File: config.mk
export PLATFORM = sky130hd
export DESIGN_NAME = barrier_sync_unit
export DESIGN_NICKNAME = d
export VERILOG_FILES = /design/src/rtl/barrier_sync_unit.sv
export SDC_FILE = /design/constraint.sdc
export NUM_CORES = 1
export LEC_CHECK = 0
export ABC_AREA = 1
export CAP_MARGIN = 10
export CORE_ASPECT_RATIO = 1.4
export CORE_MARGIN = 3
export CORE_UTILIZATION = 55
export CTS_CLUSTER_SIZE = 24
export DETAILED_ROUTE_END_ITERATION = 7
export PLACE_DENSITY = 0.79
export SLEW_MARGIN = 20
export SYNTH_ARGS = -nofsm -noshare
export SYNTH_HDL_FRONTEND = slang
export SYNTH_SLANG_ARGS = --single-unit
File: constraint.sdc
create_clock -name clk -period 4 [get_ports clk]
set_input_delay 1 -clock clk [delete_from_list [all_inputs] [get_ports clk]]
set_output_delay 1 -clock clk [all_outputs]
set_load 0.1 [all_outputs]
File: src/rtl/barrier_sync_unit.sv
// Barrier synchronisation unit.
//
// Each barrier ID runs its own small FSM (idle / gather / release / abort). TPCs raise a
// level request tagged with a barrier ID; the barrier snapshots the enabled TPCs as its
// member set on the first arrival, collects arrivals, and releases every member with a
// one-cycle grant once all have arrived. An optional gather timeout aborts an incomplete
// episode and latches a sticky error record describing the first failure.
//
// Parameters:
//   NUM_TPCS      number of TPC sync ports
//   NUM_BARRIERS  number of independent barrier IDs
//   TMO_W         width of the gather timeout counter
//
// Ports:
//   clk              clock, all logic on the rising edge
//   rst_n            synchronous active-low reset
//   tpc_enable       participating-TPC mask, snapshotted on gather entry
//   sync_request     level request per TPC, held until grant or abort
//   sync_barrier_id  barrier ID per TPC, TPC i at [i*BID_W +: BID_W]
//   timeout_cycles   gather timeout in cycles, 0 disables
//   err_clear        pulse clearing the error record
//   sync_grant       one-cycle release pulse per TPC
//   sync_abort       one-cycle timeout-abort pulse per TPC
//   barrier_active   barrier is gathering
//   global_sync_out  one-cycle pulse per barrier on release
//   timeout_err      sticky timeout flag
//   err_barrier      ID of the first timed-out barrier
//   err_missing      members that had not arrived at that timeout
//   release_count    total releases across all barriers, wrapping at 16 bits
module barrier_sync_unit #(
  parameter int unsigned NUM_TPCS     = 4,
  parameter int unsigned NUM_BARRIERS = 2,
  parameter int unsigned TMO_W        = 16,
  localparam int unsigned BID_W       = (NUM_BARRIERS > 1) ? $clog2(NUM_BARRIERS) : 1
) (
  input  logic                      clk,
  input  logic                      rst_n,
  input  logic [NUM_TPCS-1:0]       tpc_enable,
  input  logic [NUM_TPCS-1:0]       sync_request,
  input  logic [NUM_TPCS*BID_W-1:0] sync_barrier_id,
  input  logic [TMO_W-1:0]          timeout_cycles,
  input  logic                      err_clear,
  output logic [NUM_TPCS-1:0]       sync_grant,
  output logic [NUM_TPCS-1:0]       sync_abort,
  output logic [NUM_BARRIERS-1:0]   barrier_active,
  output logic [NUM_BARRIERS-1:0]   global_sync_out,
  output logic                      timeout_err,
  output logic [BID_W-1:0]          err_barrier,
  output logic [NUM_TPCS-1:0]       err_missing,
  output logic [15:0]               release_count
);

  typedef enum logic [1:0] {
    StIdle,
    StGather,
    StRelease,
    StAbort
  } state_e;

  // Per-barrier state
  state_e              state_q   [NUM_BARRIERS];
  state_e              state_d   [NUM_BARRIERS];
  logic [NUM_TPCS-1:0] member_q  [NUM_BARRIERS];
  logic [NUM_TPCS-1:0] member_d  [NUM_BARRIERS];
  logic [NUM_TPCS-1:0] arrived_q [NUM_BARRIERS];
  logic [NUM_TPCS-1:0] arrived_d [NUM_BARRIERS];
  logic [TMO_W-1:0]    tmo_q     [NUM_BARRIERS];
  logic [TMO_W-1:0]    tmo_d     [NUM_BARRIERS];

  // Per-barrier combinational helpers
  logic [NUM_TPCS-1:0] id_hit      [NUM_BARRIERS];
  logic [NUM_TPCS-1:0] arrivals    [NUM_BARRIERS];
  logic [NUM_TPCS-1:0] gathered    [NUM_BARRIERS];
  logic [NUM_TPCS-1:0] hit_missing [NUM_BARRIERS];
  logic [NUM_BARRIERS-1:0] timeout_hit;

  // Shared state
  logic [NUM_TPCS-1:0] armed_q, armed_d;
  logic [NUM_TPCS-1:0] busy, eligible;
  logic                timeout_err_q, timeout_err_d;
  logic [BID_W-1:0]    err_barrier_q, err_barrier_d;
  logic [NUM_TPCS-1:0] err_missing_q, err_missing_d;
  logic [15:0]         release_count_q, release_count_d;
  logic [15:0]         rel_inc;

  // Arrival qualification. A TPC already counted by some barrier is busy until that
  // barrier finishes, so retargeting its ID cannot make it arrive a second time.
  always_comb begin
    busy = '0;
    for (int b = 0; b < NUM_BARRIERS; b++) begin
      busy = busy | arrived_q[b];
    end
    eligible = sync_request & armed_q & ~busy;

    for (int b = 0; b < NUM_BARRIERS; b++) begin
      id_hit[b] = '0;
      for (int i = 0; i < NUM_TPCS; i++) begin
        id_hit[b][i] = (sync_barrier_id[i*BID_W +: BID_W] == BID_W'(b));
      end
      case (state_q[b])
        StIdle:   arrivals[b] = eligible & id_hit[b] & tpc_enable;
        StGather: arrivals[b] = eligible & id_hit[b] & member_q[b];
        default:  arrivals[b] = '0;
      endcase
      gathered[b] = arrived_q[b] | arrivals[b];
    end
  end

  // Per-barrier next-state logic
  always_comb begin
    timeout_hit = '0;
    for (int b = 0; b < NUM_BARRIERS; b++) begin
      state_d[b]     = state_q[b];
      member_d[b]    = member_q[b];
      arrived_d[b]   = arrived_q[b];
      tmo_d[b]       = tmo_q[b];
      hit_missing[b] = '0;

      case (state_q[b])
        StIdle: begin
          if (arrivals[b] != '0) begin
            member_d[b]  = tpc_enable;
            arrived_d[b] = arrivals[b];
            tmo_d[b]     = '0;
            // Everyone enabled may arrive on the very first edge.
            state_d[b]   = (arrivals[b] == tpc_enable) ? StRelease : StGather;
          end
        end
        StGather: begin
          arrived_d[b] = gathered[b];
          if (gathered[b] == member_q[b]) begin
            // Completion wins over a timeout on the same edge.
            state_d[b] = StRelease;
          end else if (timeout_cycles != '0) begin
            if (tmo_q[b] == timeout_cycles - TMO_W'(1)) begin
              state_d[b]     = StAbort;
              timeout_hit[b] = 1'b1;
              hit_missing[b] = member_q[b] & ~gathered[b];
            end else begin
              tmo_d[b] = tmo_q[b] + TMO_W'(1);
            end
          end
        end
        StRelease, StAbort: begin
          state_d[b]   = StIdle;
          arrived_d[b] = '0;
        end
        default: begin
          state_d[b]   = StIdle;
          arrived_d[b] = '0;
        end
      endcase
    end
  end

  // Pulse and status outputs decode directly from the registered state.
  always_comb begin
    sync_grant      = '0;
    sync_abort      = '0;
    barrier_active  = '0;
    global_sync_out = '0;
    rel_inc         = '0;
    for (int b = 0; b < NUM_BARRIERS; b++) begin
      if (state_q[b] == StRelease) begin
        sync_grant         = sync_grant | member_q[b];
        global_sync_out[b] = 1'b1;
        rel_inc            = rel_inc + 16'd1;
      end
      if (state_q[b] == StAbort) begin
        sync_abort = sync_abort | arrived_q[b];
      end
      barrier_active[b] = (state_q[b] == StGather);
    end
  end

  // A TPC that saw a grant or abort stays disarmed until its request is seen low.
  always_comb begin
    armed_d         = (armed_q & ~(sync_grant | sync_abort)) | ~sync_request;
    release_count_d = release_count_q + rel_inc;
  end

  // Error record: first timeout is sticky; lowest barrier wins a tie; a new timeout
  // coinciding with err_clear replaces the record instead of being lost.
  always_comb begin
    logic found;
    found         = 1'b0;
    timeout_err_d = timeout_err_q;
    err_barrier_d = err_barrier_q;
    err_missing_d = err_missing_q;
    if (err_clear) begin
      timeout_err_d = 1'b0;
      err_barrier_d = '0;
      err_missing_d = '0;
    end
    if (!timeout_err_q || err_clear) begin
      for (int b = 0; b < NUM_BARRIERS; b++) begin
        if (timeout_hit[b] && !found) begin
          found         = 1'b1;
          timeout_err_d = 1'b1;
          err_barrier_d = BID_W'(b);
          err_missing_d = hit_missing[b];
        end
      end
    end
  end

  always_ff @(posedge clk) begin
    if (!rst_n) begin
      for (int b = 0; b < NUM_BARRIERS; b++) begin
        state_q[b]   <= StIdle;
        member_q[b]  <= '0;
        arrived_q[b] <= '0;
        tmo_q[b]     <= '0;
      end
      armed_q         <= '1;
      timeout_err_q   <= 1'b0;
      err_barrier_q   <= '0;
      err_missing_q   <= '0;
      release_count_q <= '0;
    end else begin
      for (int b = 0; b < NUM_BARRIERS; b++) begin
        state_q[b]   <= state_d[b];
        member_q[b]  <= member_d[b];
        arrived_q[b] <= arrived_d[b];
        tmo_q[b]     <= tmo_d[b];
      end
      armed_q         <= armed_d;
      timeout_err_q   <= timeout_err_d;
      err_barrier_q   <= err_barrier_d;
      err_missing_q   <= err_missing_d;
      release_count_q <= release_count_d;
    end
  end

  assign timeout_err   = timeout_err_q;
  assign err_barrier   = err_barrier_q;
  assign err_missing   = err_missing_q;
  assign release_count = release_count_q;

endmodule
==> flow_metrics.py <==
metrics = {
    "setup_path": {
        "ff2ff_path_depth": 16,
        "crit_required_ns": 4.24,
        "arrival_ns": 3.72,
        "reg2reg_to": "release_count[14]",
        "rr_startpoint": "state_q[0][3]",
        "ff2ff_setup_slack_ns": 0.60,
        "cp-end-kind": "register",
        "startpoint_type": "input port",
        "crit_type": "input port to register",
        "crit_path_max_fanout": 15,
    },
    "route": {
        "dr.pass1.iters": 5,
        "vias_per_cell": 5.68,
        "route.antenna.remaining_nets": 0,
        "drt_iter0_drc": 352,
        "drc": 0,
        "num_vias": 6223,
        "wl_per_cell_um": 15.8,
        "totalWireLength_um": 17300,
    },
    "grt": {
        "gr-usage-all-layers_pct": 30.6,
        "antenna_found_initial": 0,
        "grt-ovfl-total": 0,
        "grt_pass1_wl_um": 28700,
        "grt_max_degree": 28,
        "grt_pass1_vias": 6184,
    },
    "placement": {
        "port_buffers": 64,
        "place_area_sq_mm": 0.00638,
        "post-dp-hpwl_um": 13500,
        "place_ws_ns": 0.209,
        "gp_congestion": 0.991,
    },
    "pwr": {
        "p_sw_uw": 1480,
        "ir_drop_mv": 0.413,
        "combPwrFrac_pct": 43.3,
        "p_int_uw": 1910,
        "p_leak_uw": 0.00271,
        "power_density_mw_per_mm2": 504,
        "p_seq_share_pct": 28.7,
        "pwr-share-clk_pct": 28.0,
        "p_sw_share_pct": 43.7,
    },
    "clock_network": {
        "worst_skew_pair.late_latency_ns": 0.34,
        "clock-root-buffer": "clkbuf_16",
        "cts_buffers": 9,
        "hold_buffers": 0,
        "cts_tree": "done",
        "clockBufferDepth": 2,
        "post_cts_buffers": 0,
        "cts-htree-levels": 3,
        "clock_sinks": 78,
        "cts_repair_resize_count": 0,
        "clk_pin_slew_worst_paths_ns": 0.06,
    },
    "logic_synthesis": {
        "synth.area.top_cells": "dfxtp_1, nand2_1, nand3_1, inv_1, nor2_1",
        "synth_edf_count": 0,
        "synth_top_area_share_pct": 28.0,
        "synth_seq_cells": 78,
        "synth_area_sq_mm": 0.00557,
        "synth_area_leader_cell": "dfxtp_1",
        "synth.yosys.seq_area_share_pct": 28.0,
        "post_synth.cell_area_avg_sq_um": 6.28,
        "synthCells": 888,
        "async_reset_ff_share_pct": 0,
        "synth_cell_type_count": 47,
        "synth_ff_type": "dfxtp_1",
        "syn-num-nets": 934,
        "ys_warn_count": 0,
    },
    "die": {
        "dieArea_sq_mm": 0.0114,
        "rows": 42,
        "ios": 65,
        "die_w_um": 91.1,
        "die_height_um": 125,
        "start_util_pct": 57.6,
        "core-area_sq_mm": 0.00967,
    },
    "timing": {
        "tightest_slew_ns": 0.979,
        "layout_setup_ws_ns": 0.513,
        "rsz0062_at_grt": "false",
        "drv_slew": 0,
        "min_period_ns": 3.49,
        "setup_viol": 0,
        "slew_headroom_pct": 34.6,
        "fin_hold_ws_ns": 0.462,
        "finalSetupTns_ns": 0,
        "finalCritPeriodShare_pct": 87.2,
        "fin_worst_skew_ns": 0.00505,
        "clock.fmax_mhz": 287,
        "finalHoldViolations": 0,
    },
    "job": {
        "drv_cap": 0,
    },
    "worst_hold_path": {
        "hold_end": "armed_q[3]",
        "hold_class": "register to register",
        "hp-start": "armed_q[3]",
        "min_path_cells": 2,
    },
    "finish": {
        "final_cell_area_sq_mm": 0.00672,
        "n_antenna_cell": 0,
        "nets": 1006,
        "syn2layout_area_growth_pct": 20.5,
        "drive_gt1_share_pct": 9.96,
    },
    "status": {
        "outcome": "finished, final reports clean",
    },
}
## synth_stat cells (5+ instances only)
library cell	n
inv_1	114
nor2_2	10
nand2_2	8
dfxtp_1	78
o21ai_0	27
clkbuf_1	6
nor4_1	9
ha_1	14
nor3_1	25
nand3_1	107
nor2_1	114
nand4_1	14
a21oi_1	64
inv_2	6
nand2_1	206
buf_6	5
xor2_1	22
## per-stage QoR
stage / std cells / utilization, % / power (uW)
6_report: 1096 / 69.5 / 3390
5_1_grt: 1096 / 69.5 / 3570
2_1_floorplan: 888 / - / 2050
3_5_place_dp: 1081 / 66.0 / 2430
4_1_cts: 1096 / 69.5 / 3380
3_3_place_gp: 1081 / 66.0 / 2400
## final cells by class
class / instances / area (sq um)
clock buffers: 9 / 225
clock inverters: 6 / 111
fillers: 924 / 2950
inverters: 122 / 460
multi-input cells: 671 / 3470
flip-flops and latches: 78 / 1560
well taps: 132 / 165
repair buffers: 78 / 728
## worst max path at each step
stage	startpoint	end	slack (ns)
after floorplan	state_q[0][1]	release_count[14]	0.18
after global placement	tpc_enable[2]	err_missing[0]	0.28
after detailed placement	tpc_enable[2]	err_missing[1]	0.21
final	tpc_enable[2]	err_missing[0]	0.51
after global routing	tpc_enable[2]	err_missing[0]	0.21
after CTS	tpc_enable[2]	err_missing[0]	0.56
## power groups by stage
stage	clock [uW]	sequential, uW	combinational [uW]
2_1_floorplan	0	970	1080
3_3_place_gp	0	981	1420
3_5_place_dp	0	980	1440
4_1_cts	956	967	1460
5_1_grt	994	979	1590
6_report	948	972	1470
## critical path: stages
cell and delay (ns):
clkdlybuf4s50_1 0.49, inv_1 0.10, a211oi_1 0.36, nand3b_2 0.17
nand2_1 0.11, inv_1 0.05, ha_1 0.26, a41oi_1 0.27
nand2_1 0.09, inv_1 0.14, nand3_2 0.27, o21ai_0 0.25
nand2_1 0.07, nand2_1 0.06, nor2_1 0.04
## placed cells by master (no fill, tap or decap), types with 4 or more instances in the layout
cell	synthesis	routed
buf_4	2	25
nand2_4	4	4
nor4_1	9	9
o21ai_2	2	6
nand2_2	8	8
inv_1	114	114
nor3_2	4	4
clkdlybuf4s50_1	0	52
nor3_1	25	25
nand3_1	107	107
nand4_1	14	14
nor2_2	10	12
dfxtp_1	78	78
a21oi_1	64	64
clkbuf_16	0	9
nor2_1	114	112
nand2_1	206	206
o21ai_0	27	23
xor2_1	22	22
ha_1	14	14
a211oi_1	4	4
inv_2	6	6
## registers in the layout, summed over array words and instances (netlist names)
name and cells:
err_barrier 1, armed_q 4, arrived_q 8, state_q 4, release_count 16, tmo_q 32
member_q 8, timeout_err 1, err_missing 4
## metal layers
layer | up-vias | share of wire (%) | GRT usage [%]
met3 | 70 | 4.6 | 4.75
met4 | 0 | 5.9 | 18.3
met2 | 231 | 52 | 56.6
met1 | 2869 | 38 | 32.1
met5 | - | 0 | 0
li1 | 3053 | - | -
## kinds of logic (layout without fill, tap and decap cells)
logic type               after synthesis  in the layout  share of synthesized area, %
AND/OR/NAND/NOR                      518            518                          43.0
adder cells (fa/ha/maj)               15             15                          3.50
XOR/XNOR                              25             25                          3.93
buffers and inverters                139            215                          10.3
flip-flops                            78             78                          28.0
AO/OA/AOI/OAI                        113            113                          11.3
Power figures use the tool's default switching activity.
